$ cat src/rtl/clk_div_pkg.sv
// Shared types and defaults for the multi-channel clock divider.
package clk_div_pkg;

    typedef enum logic {
        TOGGLE = 1'b0,
        PULSE  = 1'b1
    } mode_e;

    localparam int          DEF_CNT_W = 32;
    localparam int unsigned DEF_DIV   = 5000000;

    // A single-channel build still needs a one-bit channel select.
    function automatic int chanSelWidth(input int numCh);
        return (numCh > 1) ? $clog2(numCh) : 1;
    endfunction

endpackage

$ cat src/rtl/clk_div_channel.sv
// One divider channel: shadowed divisor/mode, terminal counter and registered outputs.
module clk_div_channel
    import clk_div_pkg::*;
#(
    parameter int          CNT_W       = DEF_CNT_W,
    parameter int unsigned DEFAULT_DIV = DEF_DIV
) (
    input  logic             clk,
    input  logic             reset,
    input  logic             i_en,
    input  logic             i_restart,
    input  logic             i_wrHit,
    input  logic [CNT_W-1:0] i_wrDiv,
    input  mode_e            i_wrMode,
    output logic             o_divOut,
    output logic             o_tc
);

    localparam logic [CNT_W-1:0] RESET_DIV = CNT_W'(DEFAULT_DIV);

    logic [CNT_W-1:0] r_count;
    logic [CNT_W-1:0] r_activeDiv;
    logic [CNT_W-1:0] r_shadowDiv;
    mode_e            r_activeMode;
    mode_e            r_shadowMode;
    logic             r_divOut;
    logic             r_tc;

    logic [CNT_W-1:0] w_nextDiv;
    mode_e            w_nextMode;
    logic             w_terminal;

    // A write landing in the same cycle as a reload goes straight to the active registers.
    assign w_nextDiv  = i_wrHit ? i_wrDiv  : r_shadowDiv;
    assign w_nextMode = i_wrHit ? i_wrMode : r_shadowMode;
    assign w_terminal = (r_count >= r_activeDiv);

    always_ff @(posedge clk or posedge reset) begin
        if (reset) begin
            r_shadowDiv  <= RESET_DIV;
            r_shadowMode <= TOGGLE;
        end else if (i_wrHit) begin
            r_shadowDiv  <= i_wrDiv;
            r_shadowMode <= i_wrMode;
        end
    end

    // Disable and restart both park the channel at count 0 and pick up the latest configuration.
    always_ff @(posedge clk or posedge reset) begin
        if (reset) begin
            r_count      <= '0;
            r_activeDiv  <= RESET_DIV;
            r_activeMode <= TOGGLE;
            r_divOut     <= 1'b0;
            r_tc         <= 1'b0;
        end else if (!i_en || i_restart) begin
            r_count      <= '0;
            r_activeDiv  <= w_nextDiv;
            r_activeMode <= w_nextMode;
            r_divOut     <= 1'b0;
            r_tc         <= 1'b0;
        end else if (w_terminal) begin
            r_count      <= '0;
            r_activeDiv  <= w_nextDiv;
            r_activeMode <= w_nextMode;
            r_divOut     <= (r_activeMode == PULSE) ? 1'b1 : ~r_divOut;
            r_tc         <= 1'b1;
        end else begin
            r_count      <= r_count + CNT_W'(1);
            r_divOut     <= (r_activeMode == PULSE) ? 1'b0 : r_divOut;
            r_tc         <= 1'b0;
        end
    end

    assign o_divOut = r_divOut;
    assign o_tc     = r_tc;

endmodule

$ cat src/rtl/clk_div_multi.sv
// Multi-channel clock divider: decodes configuration writes and fans them out to the channels.
module clk_div_multi
    import clk_div_pkg::*;
#(
    parameter int          NUM_CH      = 4,
    parameter int          CNT_W       = DEF_CNT_W,
    parameter int unsigned DEFAULT_DIV = DEF_DIV
) (
    input  logic                              clk,
    input  logic                              reset,
    input  logic                              wr_en,
    input  logic [chanSelWidth(NUM_CH)-1:0]   wr_ch,
    input  logic [CNT_W-1:0]                  wr_div,
    input  logic                              wr_mode,
    input  logic [NUM_CH-1:0]                 ch_en,
    input  logic                              restart,
    output logic [NUM_CH-1:0]                 div_out,
    output logic [NUM_CH-1:0]                 tc
);

    localparam int CH_W = chanSelWidth(NUM_CH);

    mode_e w_wrMode;

    assign w_wrMode = mode_e'(wr_mode);

    // Selects that match no channel simply hit nothing.
    for (genvar i = 0; i < NUM_CH; i++) begin : g_ch
        logic w_wrHit;

        assign w_wrHit = wr_en && (wr_ch == CH_W'(i));

        clk_div_channel #(
            .CNT_W       (CNT_W),
            .DEFAULT_DIV (DEFAULT_DIV)
        ) u_channel (
            .clk       (clk),
            .reset     (reset),
            .i_en      (ch_en[i]),
            .i_restart (restart),
            .i_wrHit   (w_wrHit),
            .i_wrDiv   (wr_div),
            .i_wrMode  (w_wrMode),
            .o_divOut  (div_out[i]),
            .o_tc      (tc[i])
        );
    end

endmodule

$ cat config.mk
export PLATFORM = sky130hd
export DESIGN_NAME = clk_div_multi
export DESIGN_NICKNAME = d
export VERILOG_FILES = /design/src/rtl/clk_div_pkg.sv /design/src/rtl/clk_div_channel.sv /design/src/rtl/clk_div_multi.sv
export SDC_FILE = /design/constraint.sdc
export NUM_CORES = 1
export LEC_CHECK = 0
export BUFFER_PORTS_ARGS = -buffer_cell sky130_fd_sc_hd__buf_2
export CORE_MARGIN = 2
export CORE_UTILIZATION = 57
export CTS_CLUSTER_DIAMETER = 60
export DETAILED_ROUTE_END_ITERATION = 12
export GPL_ROUTABILITY_DRIVEN = 0
export PLACE_DENSITY = 0.86
export SETUP_SLACK_MARGIN = 0.05
export SLEW_MARGIN = 20
export SYNTH_ARGS = -nofsm -noshare
export SYNTH_HDL_FRONTEND = slang
export SYNTH_SLANG_ARGS = --single-unit
export TNS_END_PERCENT = 20
$ cat constraint.sdc
create_clock -name clk -period 12.77 [get_ports clk]
set_input_delay 1.277 -clock clk [delete_from_list [all_inputs] [get_ports clk]]
set_output_delay 1.277 -clock clk [all_outputs]
set_load 0.02 [all_outputs]
Word level (Yosys, flattened, before mapping). Cells that the tools add are included.

Logic and storage cells: 120. Output and inout bits: 8. Register bits after elaboration: 400.

Multiplexer cells: 56. Eq/ne operators: 3. Add/subtract/negate cells: 4. Bitwise operators: 4. Order comparisons: 4. Reduce and logical (&&, ||, !) cells: 21.

Operators by type and width (count): 32-bit 2-to-1 mux (20); 32-bit by 1-bit adder with 32-bit output (second input constant) (4); 32-bit >= comparator (4); 1-bit 2-to-1 mux (36); 3-bit nonzero test (4); 2-bit nonzero test (4); 2-bit == test (second input constant) (2); 1-bit logical AND (4); 1-bit zero test (4); 1-bit logical OR (4); 1-bit NOT (4); 2-bit by 1-bit == test with 1-bit output (second input constant) (1); 2-bit zero test (1).

Depth between registers and ports, before layout.
Depth in word-level cells: 5. Depth in mapped cells: 11. Depth with buffers taken out: 8.

By module. A second synthesis with hierarchy kept.

Cells, all modules: 1664. Area total of the unflattened synthesis: 19975.4 um^2.

By module, submodules not included: clk_div_channel (g_ch[0].u_channel ...) (area an instance 5007.3 um^2, instances 3, cells an instance 417); clk_div_channel (g_ch[1].u_channel) (area an instance 4916.0 um^2, instances 1, cells an instance 409); clk_div_multi (area an instance 37.5 um^2, instances 1, cells an instance 4).

Least setup slack after synthesis. No wires, ideal clock.

Kind: flip-flop to flip-flop. Start point: reg g_ch[0].u_channel.r_activeDiv[19]. End point: reg g_ch[0].u_channel.r_activeDiv[23]. Arrival time: 2.802 ns. Period minus slack after synthesis: 2.929 ns. Required time: 12.643 ns. Slack: 9.841 ns. Buffers on the path: 2. Cell stages (with the launch flop): 11. Library setup time: 0.127 ns. Cell sequence: dfstp_2 -> inv_1 -> ha_1 -> and2_0 -> a221o_1 -> a221o_1 -> a211o_1 -> or3_1 -> buf_2 -> buf_6 -> mux2_1.

Cells in the longest elaborated chain, start to end: 2.

Ends and longest elaborated chain: start, declared (line clk_div_channel.sv:22) `logic [CNT_W-1:0] r_activeDiv;`; start signal, assigned (line clk_div_channel.sv:58) `r_activeDiv <= w_nextDiv;`; start signal, assigned (line clk_div_channel.sv:64) `r_activeDiv <= w_nextDiv;`; 32-bit >= comparator (line clk_div_channel.sv:36) `assign w_terminal = (r_count >= r_activeDiv);`; 2-bit nonzero test (no line).

No other way between the ends. A chain may end at the register's enable or synchronous reset.

Final worst setup path.
Start point: reg g_ch[2].u_channel.r_activeDiv[19]. End point: reg g_ch[2].u_channel.r_activeDiv[10].

Cells in the longest elaborated chain, start to end: 2.

Ends and longest elaborated chain (line): start, declared (clk_div_channel.sv:22); start signal, assigned (clk_div_channel.sv:58); start signal, assigned (clk_div_channel.sv:64); 32-bit >= comparator (clk_div_channel.sv:36); 2-bit nonzero test (no line).

No other way between the ends.

==> reports/results.txt <==
Final min period -> 3.70 ns
Worst Setup Start Kind -> flip-flop
Crit Path Class -> reg2reg
Synthesized area per cell -> 11.7 um^2
CTS tree -> yes
P per Cell Area -> 149 mW/mm^2
Worst-Margin Slew -> 0.969 ns
Dpl cells -> 2128
DR vias -> 12800
Fraction of layout cells with a size suffix above 1 -> 26.3%
HP Class -> reg2reg
DRT Pass-1 Iters -> 5
Final Cycle Share -> 29.0%
Die Area -> 0.0357 mm^2
Initial antenna violation count -> 2
Length of routed wiring on met1 -> 18000 um
Longest Clk Path Bufs -> 3
Number of global-route vias before repair -> 13300
Die Span Y -> 189 um
Pint -> 2410 uW
ANT nets after route -> 0
Met2 routed WL -> 20600 um
Post-CTS resize count -> 0
Hpwl dp -> 28400 um
Core box area -> 0.0336 mm^2
Die Span X -> 189 um
Wire per inst -> 19.2 um
Clk sinks -> 400
Worst Setup End Kind -> flip-flop
DRT Wirelength -> 42200 um
Synthesis warning total -> 0
Setup_tns -> 0 ns
CTS Hold Buffers Added -> 0
Lkg Pwr -> 0.00997 uW
Final Setup Violations -> 0
Reg clk slew, reported paths -> 0.06 ns
Critical Path, Cell by Cell -> inv_1 -> ha_1 -> nand4_1 -> nor4b_1 -> o2111a_1 -> or4_2 -> buf_4 -> mux2_2
Psw -> 798 uW
Final Slew Violations -> 0
Site Rows -> 67
Num ports -> 51
Final hold slack -> 0.491 ns
Worst vdd ir -> 0.119 mV
Setup Buffers After CTS -> 0
Num CTS Buffers -> 40
Post-synthesis sequential area ratio -> 51.7%
Starting density of the core -> 58.0%
Area Overhead vs Synth -> 10.5%
Netlist Area Pre-Place -> 0.0195 mm^2
DR iter-0 viols -> 770
Combinational share of power -> 14.1%
Top sig layer -> met4
Number of H-tree levels -> 2
Fin. Hold Viols -> 0
EDFF count, synth -> 0
Latest clock arrival within the worst-skew pair -> 0.53 ns
Synth unique cells -> 57
F_max -> 270 MHz
Yosys reg bits -> 400
Layout Cells excl Fill -> 2205
Sequential fraction of design power -> 48.3%
Worst Skew -> 0.00919 ns
Nets -> 1899
Cells after synthesis -> 1669
Crit-path slowest cell -> nor4b_1
Largest net degree at the start of global routing -> 196
Clock network power share -> 37.6%
First-pass GRT wire length -> 68800 um
Core Util, Final -> 64.1%
Max_cap viols -> 0
IO Port Bufs -> 50
Sw frac -> 24.9%
Root Buffer -> clkbuf_16
Worst EP arrival -> 4.11 ns
Total gr overflow -> 0
RSZ-0062 raised after global routing -> false
Relative slew slack -> 35.4%
Synthesized Nets -> 1844
Critical path's largest stage delay -> 0.78 ns
DR DRC count -> 0
Vias per inst -> 5.82
Status -> finished, final reports clean
Top_reg_cell synth -> dfrtp_1
R2R setup slack -> 9.07 ns
Largest fanout on the critical path -> 41
CP required -> 13.18 ns
DR WL met3 -> 2320 um
GRT Overall Usage -> 24.1%
Async SR Flop Fraction -> 100%
Fillers -> 2378
==> routing by layer <==
layer,GRT usage [%],up-vias
met5,0,-
met4,7.48,0
met3,3.91,102
met2,41.0,345
met1,31.9,6556
li1,-,5823
==> worst max-delay path: cells and delay by family (launching register included) <==
family | cells | cell delay, ns
AO/OA/AOI/OAI | 1 | 0.36
buffers and inverters | 2 | 0.58
AND/OR/NAND/NOR | 3 | 1.38
flip-flops | 1 | 0.53
multiplexers | 1 | 0.41
adder cells (fa/ha/maj) | 1 | 0.30
==> through the flow <==
stage / area, um^2 / power, uW / setup slack [ns]
after floorplan: 19500 / 1880 / 0.474
final: 21600 / 3210 / 9.07
after CTS: 21500 / 3230 / 9.16
after detailed placement: 20100 / 2010 / 9.17
after global routing: 21500 / 3350 / 8.90
after global placement: 20100 / 1970 / 9.24
==> placed cells by master, fill, tap and decap left out, types with 20 or more instances in the layout <==
cell | netlist | routed
ha_1 | 132 | 132
nand2_1 | 76 | 76
inv_1 | 147 | 146
mux2_2 | 240 | 240
xnor2_1 | 53 | 53
nand4_1 | 44 | 44
a21oi_1 | 57 | 57
clkbuf_16 | 0 | 40
and3_1 | 22 | 22
o21ai_0 | 28 | 28
dfrtp_1 | 336 | 336
xor2_1 | 64 | 64
mux2_4 | 20 | 20
nand3_1 | 44 | 44
buf_2 | 11 | 50
nor2_1 | 168 | 168
dfstp_2 | 64 | 64
==> layout make-up <==
cell class	count	area, um^2	area share (%)
Sequential cell	400	10100	46.8
Multi-Input combinational cell	1072	8580	39.8
Clock buffer	63	1190	5.51
Tap cell	448	561	2.60
Inverter	147	559	2.59
Timing Repair Buffer	63	400	1.86
Clock inverter	10	170	0.789
Antenna cell	2	5.00	0.0232
==> worst paths after layout <==
kind                       cells past startpoint                                          start                                            end
min reg2reg                                    1    g_ch[3].u_channel.r_shadowDiv[15]$_DFF_PP0_    g_ch[3].u_channel.r_shadowDiv[15]$_DFF_PP0_
min in group asynchronous                      2                                          reset               g_ch[3].u_channel.o_tc$_DFF_PP0_
min                                            1    g_ch[3].u_channel.r_shadowDiv[15]$_DFF_PP0_    g_ch[3].u_channel.r_shadowDiv[15]$_DFF_PP0_
max reg2reg                                    8  g_ch[2].u_channel.r_activeDiv[19]$_DFFE_PP1P_  g_ch[2].u_channel.r_activeDiv[10]$_DFFE_PP0P_
max in group asynchronous                      5                                          reset    g_ch[0].u_channel.r_shadowDiv[27]$_DFF_PP0_
max                                            8  g_ch[2].u_channel.r_activeDiv[19]$_DFFE_PP1P_  g_ch[2].u_channel.r_activeDiv[10]$_DFFE_PP0P_
==> cell families after synthesis <==
family                   after synthesis  share of synthesized area [%]
AO/OA/AOI/OAI                        116                           3.46
XOR/XNOR                             117                           5.25
adder cells (fa/ha/maj)              132                           8.46
buffers and inverters                197                           4.36
flip-flops                           400                           51.7
multiplexers                         265                           15.7
AND/OR/NAND/NOR                      442                           11.1
==> power groups by stage <==
| stage | sequential (uW) | clock (uW) | combinational (uW) |
|---|---|---|---|
| floorplan | 1540 | 0 | 343 |
| global placement | 1560 | 0 | 413 |
| detailed placement | 1570 | 0 | 445 |
| CTS | 1550 | 1220 | 455 |
| global route | 1570 | 1280 | 504 |
| finish | 1550 | 1210 | 453 |
==> registers in the layout, summed over array words and instances (netlist names) <==
| register | count |
|---|---|
| g_ch.u_channel.r_shadowMode | 4 |
| g_ch.u_channel.r_activeMode | 4 |
| g_ch.u_channel.o_divOut | 4 |
| g_ch.u_channel.o_tc | 4 |
| g_ch.u_channel.r_activeDiv | 128 |
| g_ch.u_channel.r_shadowDiv | 128 |
| g_ch.u_channel.r_count | 128 |
==> cells in the mapped netlist, types with 8 or more instances <==
cell / n / share of area (%)
dfrtp_1: 336 / 43
mux2_2: 240 / 14
nor2_1: 168 / 3.2
inv_1: 147 / 2.8
ha_1: 132 / 8.5
nand2_1: 76 / 1.5
dfstp_2: 64 / 8.6
xor2_1: 64 / 2.9
a21oi_1: 57 / 1.5
xnor2_1: 53 / 2.4
nand3_1: 44 / 1.1
nand4_1: 44 / 1.4
o21ai_0: 28 / 0.72
and3_1: 22 / 0.71
clkbuf_1: 21 / 0.40
mux2_4: 20 / 1.5
nor3_1: 15 / 0.38
and4_1: 12 / 0.54
buf_2: 11 / 0.28
nor2b_1: 10 / 0.32
buf_4: 9 / 0.35
nand2b_1: 8 / 0.26
Note: power is estimated with default switching activity, not from simulation.
